$ cat src/rtl/cr_iu_wb_buf_pkg.sv
// rtl/cr_iu_wb_buf_pkg.sv - shared state encoding and post-retire fault vectors
package cr_iu_wb_buf_pkg;

   typedef enum logic [1:0] {
      WB_IDLE    = 2'b00,
      WB_LD_PEND = 2'b01,
      WB_ST_PEND = 2'b10,
      WB_ERR     = 2'b11
   } wb_state_e;

   localparam logic [4:0] LD_ACC_VEC = 5'd5;
   localparam logic [4:0] ST_ACC_VEC = 5'd7;

endpackage

$ cat src/rtl/cr_iu_wb_hazard.sv
// rtl/cr_iu_wb_hazard.sv - RAW compare of EX sources against the pending load destination
module cr_iu_wb_hazard (
   input  logic       ex_vld_i,
   input  logic       ld_pend_i,
   input  logic [4:0] src0_reg_i,
   input  logic [4:0] src1_reg_i,
   input  logic [4:0] pend_reg_i,
   output logic       raw_stall_o
);

   logic src_hit;

   // x0 never carries a dependency, so a load targeting it cannot stall EX
   assign src_hit     = (src0_reg_i == pend_reg_i) || (src1_reg_i == pend_reg_i);
   assign raw_stall_o = ex_vld_i && ld_pend_i && (pend_reg_i != 5'd0) && src_hit;

endmodule

$ cat src/rtl/cr_iu_wb_buf.sv
// rtl/cr_iu_wb_buf.sv - write-back buffer: GPR write port and one outstanding fast-retired access
module cr_iu_wb_buf
   import cr_iu_wb_buf_pkg::*;
(
   input  logic        forever_cpuclk,
   input  logic        cpurst_b,
   input  logic        rbus_wb_cmplt,
   input  logic [31:0] rbus_wb_data,
   input  logic [4:0]  rbus_wb_dst_reg,
   input  logic        rbus_wb_inst_cmplt,
   input  logic        rbus_wb_load,
   input  logic        rbus_wb_store,
   input  logic        lsu_wb_resp_vld,
   input  logic        lsu_wb_resp_err,
   input  logic [4:0]  ifu_wb_ex_src0_reg,
   input  logic [4:0]  ifu_wb_ex_src1_reg,
   input  logic        ifu_wb_ex_vld,
   output logic        wb_rf_wen,
   output logic [4:0]  wb_rf_waddr,
   output logic [31:0] wb_rf_wdata,
   output logic        wb_rbus_st_aft_load,
   output logic [4:0]  wb_rbus_lsu_vec,
   output logic        wb_xx_acc_err_after_retire,
   output logic        wb_ctrl_stall,
   output logic        wb_xx_ld_pend
);

   wb_state_e  state_q, state_d;
   logic [4:0] pend_reg_q, pend_reg_d;
   logic [4:0] vec_q, vec_d;

   logic       is_pend;
   logic       resp_ok;
   logic       resp_bad;
   logic       st_aft_load;
   logic       can_accept;
   logic       fr_req;
   logic       raw_stall;
   logic       wen_raw;
   logic [4:0] waddr_raw;
   logic       unused_inst_cmplt;

   // Instruction-complete strobe is not needed by this buffer's control
   assign unused_inst_cmplt = rbus_wb_inst_cmplt;

   assign is_pend     = (state_q == WB_LD_PEND) || (state_q == WB_ST_PEND);
   assign resp_ok     = is_pend && lsu_wb_resp_vld && !lsu_wb_resp_err;
   assign resp_bad    = is_pend && lsu_wb_resp_vld && lsu_wb_resp_err;
   assign st_aft_load = (state_q == WB_LD_PEND) && lsu_wb_resp_vld && !lsu_wb_resp_err;
   assign fr_req      = rbus_wb_load || rbus_wb_store;
   assign can_accept  = (state_q == WB_IDLE) || resp_ok;

   always_comb begin
      state_d    = state_q;
      pend_reg_d = pend_reg_q;
      vec_d      = vec_q;
      if (state_q == WB_ERR) begin
         state_d    = WB_IDLE;
         pend_reg_d = 5'd0;
         vec_d      = 5'd0;
      end else if (resp_bad) begin
         state_d = WB_ERR;
         vec_d   = (state_q == WB_LD_PEND) ? LD_ACC_VEC : ST_ACC_VEC;
      end else if (can_accept) begin
         // Load wins if both strobes arrive together
         if (rbus_wb_load) begin
            state_d    = WB_LD_PEND;
            pend_reg_d = rbus_wb_dst_reg;
         end else if (rbus_wb_store) begin
            state_d    = WB_ST_PEND;
            pend_reg_d = 5'd0;
         end else begin
            state_d    = WB_IDLE;
            pend_reg_d = 5'd0;
         end
      end
   end

   always_ff @(posedge forever_cpuclk or negedge cpurst_b) begin
      if (!cpurst_b) begin
         state_q    <= WB_IDLE;
         pend_reg_q <= 5'd0;
         vec_q      <= 5'd0;
      end else begin
         state_q    <= state_d;
         pend_reg_q <= pend_reg_d;
         vec_q      <= vec_d;
      end
   end

   cr_iu_wb_hazard u_hazard (
      .ex_vld_i    (ifu_wb_ex_vld),
      .ld_pend_i   (state_q == WB_LD_PEND),
      .src0_reg_i  (ifu_wb_ex_src0_reg),
      .src1_reg_i  (ifu_wb_ex_src1_reg),
      .pend_reg_i  (pend_reg_q),
      .raw_stall_o (raw_stall)
   );

   // Returning load borrows the rbus data path and owns the single write port
   always_comb begin
      wen_raw   = 1'b0;
      waddr_raw = 5'd0;
      if (st_aft_load) begin
         wen_raw   = 1'b1;
         waddr_raw = pend_reg_q;
      end else if (rbus_wb_cmplt && (state_q != WB_ERR)) begin
         wen_raw   = 1'b1;
         waddr_raw = rbus_wb_dst_reg;
      end
   end

   always_comb begin
      wb_rf_wen                  = 1'b0;
      wb_rf_waddr                = 5'd0;
      wb_rf_wdata                = 32'd0;
      wb_rbus_st_aft_load        = 1'b0;
      wb_rbus_lsu_vec            = 5'd0;
      wb_xx_acc_err_after_retire = 1'b0;
      wb_ctrl_stall              = 1'b0;
      wb_xx_ld_pend              = 1'b0;
      if (cpurst_b) begin
         wb_rf_wen                  = wen_raw && (waddr_raw != 5'd0);
         wb_rf_waddr                = waddr_raw;
         wb_rf_wdata                = wen_raw ? rbus_wb_data : 32'd0;
         wb_rbus_st_aft_load        = st_aft_load;
         wb_rbus_lsu_vec            = (state_q == WB_ERR) ? vec_q : 5'd0;
         wb_xx_acc_err_after_retire = (state_q == WB_ERR);
         wb_ctrl_stall              = st_aft_load
                                   || (fr_req && is_pend && !lsu_wb_resp_vld)
                                   || raw_stall
                                   || (state_q == WB_ERR);
         wb_xx_ld_pend              = (state_q == WB_LD_PEND);
      end
   end

endmodule

$ cat config.mk
export PLATFORM = sky130hd
export DESIGN_NAME = cr_iu_wb_buf
export DESIGN_NICKNAME = d
export VERILOG_FILES = /design/src/rtl/cr_iu_wb_buf_pkg.sv /design/src/rtl/cr_iu_wb_hazard.sv /design/src/rtl/cr_iu_wb_buf.sv
export SDC_FILE = /design/constraint.sdc
export NUM_CORES = 1
export LEC_CHECK = 0
export BUFFER_PORTS_ARGS = -buffer_cell sky130_fd_sc_hd__clkbuf_2
export CAP_MARGIN = 40
export CELL_PAD_IN_SITES_DETAIL_PLACEMENT = 1
export CELL_PAD_IN_SITES_GLOBAL_PLACEMENT = 2
export CORE_MARGIN = 3
export CORE_UTILIZATION = 18
export DETAILED_ROUTE_END_ITERATION = 6
export GPL_TIMING_DRIVEN = 1
export PLACE_DENSITY_LB_ADDON = 0.1
export SLEW_MARGIN = 20
export SYNTH_ARGS = -nofsm -noshare
export SYNTH_HDL_FRONTEND = slang
export SYNTH_SLANG_ARGS = --single-unit
$ cat constraint.sdc
create_clock -name forever_cpuclk -period 2.2 [get_ports forever_cpuclk]
set_clock_uncertainty 0.1 [all_clocks]
set_input_delay 0.44 -clock forever_cpuclk [delete_from_list [all_inputs] [get_ports forever_cpuclk]]
set_output_delay 0.44 -clock forever_cpuclk [all_outputs]
set_load 0.01 [all_outputs]
After elaboration in Yosys (flattened, before gate mapping). Index checks and enable logic that the tools add are counted. W data, S select, Z words.

$add $sub $neg: 0. Multipliers: 0. Divide/modulo/power cells: 0. Magnitude comparators: 0. Equality and inequality tests: 7. Shifts and indexed selects: 0. Muxes and demuxes: 26. Bitwise operators: 0. Reduce and logical (&&, ||, !) cells: 28.

Operator list (number): $mux W32 (2); $mux W5 (11); $logic_and A1 B1 Y1 (12); $mux W2 (6); $eq A5 B5 Y1 (2); $reduce_bool A5 Y1 (2); $logic_or A1 B1 Y1 (7); $mux W1 (7); $eq A2 B2 Y1 const B (2); $reduce_bool A2 Y1 (2); $reduce_bool A3 Y1 (1); $eq A2 B1 Y1 const B (1); $logic_not A1 Y1 (2); $logic_not A2 Y1 (1); $ne A2 B1 Y1 const B (1); $ne A2 B2 Y1 const B (1); $reduce_and A2 Y1 (1).

Register bits after elaboration: 12. Bits in latches: 0. Memory bits (writable): 0. Memory bits (read-only): 0. Bits of input ports: 56. Output and inout port bits: 47. Memories: 0.

Longest topological paths before layout.
Word-level depth: 8. Depth in mapped cells: 7. Gate-level depth less buffers: 6.

Cells and area by module. Synthesis repeated with hierarchy kept, for this count alone.

Cells, all modules: 141. Area, all modules: 1157.4 um2.

Modules (own cells, without submodules): cr_iu_wb_buf (instances 1, cells each 124, area an instance 1024.7 um2, seq. area each 225.2 um2); cr_iu_wb_hazard (instances 1, cells each 17, area an instance 132.6 um2, seq. area each 0.0 um2).

Worst setup path before layout. No wires, ideal clock.

Kind: register -> output. Start: reg state_q[0]. End: out wb_rf_wdata[10]. Data arrival time: 1434 ps. Data required time: 1660 ps. Path slack: 226 ps. Cell stages (with the launch flop): 7. Buffers on the path: 2. Cell sequence: dfrtp_1 -> ha_1 -> and3b_1 -> buf_6 -> o21a_4 -> buf_6 -> and2_4.

Cells in the longest elaborated chain, start to end: 6. Elaborated cells between the ends (all ways): 9. Those cells by class: eq/ne (2); mux (4); reduce/logical (3).

RTL lines: start, declared (RTL line cr_iu_wb_buf.sv:28) `wb_state_e state_q, state_d;`; start signal, assigned (RTL line cr_iu_wb_buf.sv:85) `state_q <= state_d;`; $ne A2 B2 Y1 / $eq A2 B1 Y1 (equally long branches) (RTL line cr_iu_wb_buf.sv:107, cr_iu_wb_buf.sv:49); $logic_and A1 B1 Y1 (on tied branches) (RTL line cr_iu_wb_buf.sv:107, cr_iu_wb_buf.sv:49); $mux W1 / $logic_and A1 B1 Y1 (equally long branches) (RTL line cr_iu_wb_buf.sv:107, cr_iu_wb_buf.sv:49); $mux W1 * (RTL line cr_iu_wb_buf.sv:104) `if (st_aft_load) begin`; $mux W32 * (RTL line cr_iu_wb_buf.sv:125) `wb_rf_wdata = wen_raw ? rbus_wb_data : 32'd0;`; $mux W32 * (RTL line cr_iu_wb_buf.sv:122) `if (cpurst_b) begin`; end, declared (RTL line cr_iu_wb_buf.sv:20) `output logic [31:0] wb_rf_wdata,`.

Every way passes the cells marked *; elsewhere a longest branch is shown, timed or not.

Worst setup path in the final report.
Start: reg state_q[0]. End: out wb_rf_wdata[11].

Same word-level chain as after synthesis.

==> impl_metrics.ini <==
[run_status]
status = finished with violations
failed_checks = negative setup slack

[logic_synthesis]
async_flop_share = 1.00
synth_xor_area_frac = 0.0768
synth_cells = 137
synth_cell_types = 35
ys_top_cells_by_area = and2_4, dfrtp_1, xor2_1
synth-edff-count = 0
synth.top_cell.area_share = 0.231
synth_area_um2 = 1140
synth.yosys.seq_area_share = 0.198
synthAdderAreaFrac = 0.0329
avgSynthCellArea_um2 = 8.32
synth_top_family_by_area = simple AND/OR/NAND/NOR gates
synthFlopType = dfrtp_1
ys_warn_count = 0
ys_ff_latch = 9
yosysTopAreaCell = and2_4
synthMuxAreaShare = 0.0274
synth-simple-area-share = 0.435
synth-compound-area-share = 0.135

[timing]
period_needed_ns = 2.27
slew_viol_final = 0
rsz0062_at_grt = yes
setup_viol = 32
finalHoldViolCount = 0
period_share = 1.03
fin_setup_tns_ns = -1.74
setup_ws_ns = -0.0728
holdWs_ns = 0.155
fmax_mhz = 440

[clocking]
cts_tree = done
clkSinkCount = 9
clk_latency_ns = 0.23
htree_levels = 1
clockBufferDepth = 2
cts_root_buf = clkbuf_8
clk_pin_slew_ns = 0.05
numCtsBuffers = 3

[layout]
drive_gt1_frac = 0.671
syn2layout_area_growth_pct = 70.4
final_area_um2 = 1940
layout_common_cells = clkbuf_2, and2_4, buf_4
final_core_util = 0.322
seq_area_um2 = 226
fill_cells = 767
antennaDiodeCount = 0
final_common_cell = clkbuf_2
final_nets = 306
multiInputGateArea_um2 = 873

[worst_setup_path]
crit_path_start_kind = flip-flop
startpoint = state_q[0]$_DFFE_PN0P_
path_class = flip-flop to output pin
cp-end-kind = output pin
crit_end = wb_rf_wdata[11]
r2r_slack_ns = 0.30
r2r_start = state_q[0]$_DFFE_PN0P_
reg2regPathDepth = 7
arrival_ns = 1.73
regToRegEndpoint = state_q[1]$_DFFE_PN0P_
required_ns = 1.66
cp_max_fo = 20

[die]
row_count = 28
start_util = 0.189
dieWidth_um = 85.6
io-pin-count = 103
die_h_um = 85.6
dieArea_um2 = 7320
core_area_um2 = 6030

[detailed_routing]
routedLengthMet1_um = 1970
met3WireLength_um = 161
drtIter0Drc = 52
via_count = 1286
wl_met2_um = 2440
drtPass1Iterations = 2
route.detailed.drc = 0
top_layer_used = met4
routed_wl_um = 4580
drtAntennaViolNets = 0
viasPerCell = 4.01
wire_per_inst_um = 14.3

[grt]
grt_pass1_wl_um = 6980
track_usage = 0.119
grt_max_degree = 21
gr-total-overflow = 0
grt_pass1_vias = 1321
antenna_found_initial = 0

[placed_design]
postPlaceCellArea_um2 = 1750
io_buffers = 99
dpl.hpwl_um = 3830
gp_congestion = 0.681

[job]
max_cap_violations = 0

[pwr]
power_density_nw_per_um2 = 795
vdd_drop_max_uv = 327
total_power_uw = 1540
power.leakage_uw = 0.00106

[hold_path]
hold_class = input pin to async pin
cells by family after synthesis:
| group | count (synthesis) |
|---|---|
| AND/OR/NAND/NOR | 74 |
| AO/OA/AOI/OAI | 22 |
| buffers and inverters | 15 |
| XOR/XNOR | 10 |
| flip-flops | 9 |
| adder cells (fa/ha/maj) | 3 |
| multiplexers | 3 |
| other | 1 |
how the worst min path moves through the flow:
stage                  start                   endpoint  slack, ns
floorplan           cpurst_b  pend_reg_q[0]$_DFFE_PN0P_       0.04
detailed placement  cpurst_b       vec_q[0]$_DFFE_PN0P_       0.20
global route        cpurst_b  pend_reg_q[3]$_DFFE_PN0P_       0.19
CTS                 cpurst_b  pend_reg_q[3]$_DFFE_PN0P_       0.16
finish              cpurst_b  pend_reg_q[3]$_DFFE_PN0P_       0.15
global placement    cpurst_b       vec_q[1]$_DFFE_PN0P_       0.20
synthesized netlist by cell type, drive strengths merged (3+ instances only):
library cell	n
nor2	6
dfrtp	9
ha	3
and3	3
nand3	10
a21boi	6
buf	8
inv	4
nor3	3
and2	34
a21oi	6
clkbuf	3
xor2	10
nand2	11
layout make-up:
cell class | instances | area share
Sequential cell | 9 | 0.117
Clock buffer | 4 | 0.0232
Tap cell | 75 | 0.0483
Timing Repair Buffer | 115 | 0.354
Multi-Input combinational cell | 114 | 0.450
Inverter | 4 | 0.00773
flip-flops by register name, summed over array words and instances (netlist names):
| register | cells |
|---|---|
| vec_q | 2 |
| state_q | 2 |
| pend_reg_q | 5 |
stage by stage:
| step | cells | worst slack, ns |
|---|---|---|
| after floorplan | 138 | 0.226 |
| after global placement | 313 | 0.0787 |
| after detailed placement | 313 | 0.117 |
| after CTS | 321 | -0.0665 |
| after global routing | 321 | -0.126 |
| final | 321 | -0.0728 |
power breakdown:
group | total (µW) | internal (µW) | switching [µW]
Clock | 199 | 127 | 71.7
Combinational | 1060 | 546 | 516
Sequential | 284 | 229 | 55.1
Total | 1540 | 901 | 643
critical path: stages (launching register included):
cell and delay, ns:
dfrtp_1 0.41, ha_2 0.19, and3b_2 0.23, o21a_4 0.24, buf_12 0.15, and2_4 0.15
clkbuf_2 0.12
what timing repair did:
action | in CTS | in global routing
pin swaps | 5 | 15
hold endpoints to repair | 2 | 0
buffers inserted | 3 | 0
hold buffers | 1 | 0
setup endpoints to repair | 39 | 39
resized for setup | 16 | 31
per-layer routing:
metal	up-vias	track usage
li1	669	-
met3	2	0.0211
met1	584	0.159
met4	0	0.0129
met2	31	0.208
met5	-	0
No activity file was read; power rests on OpenSTA's default activity.
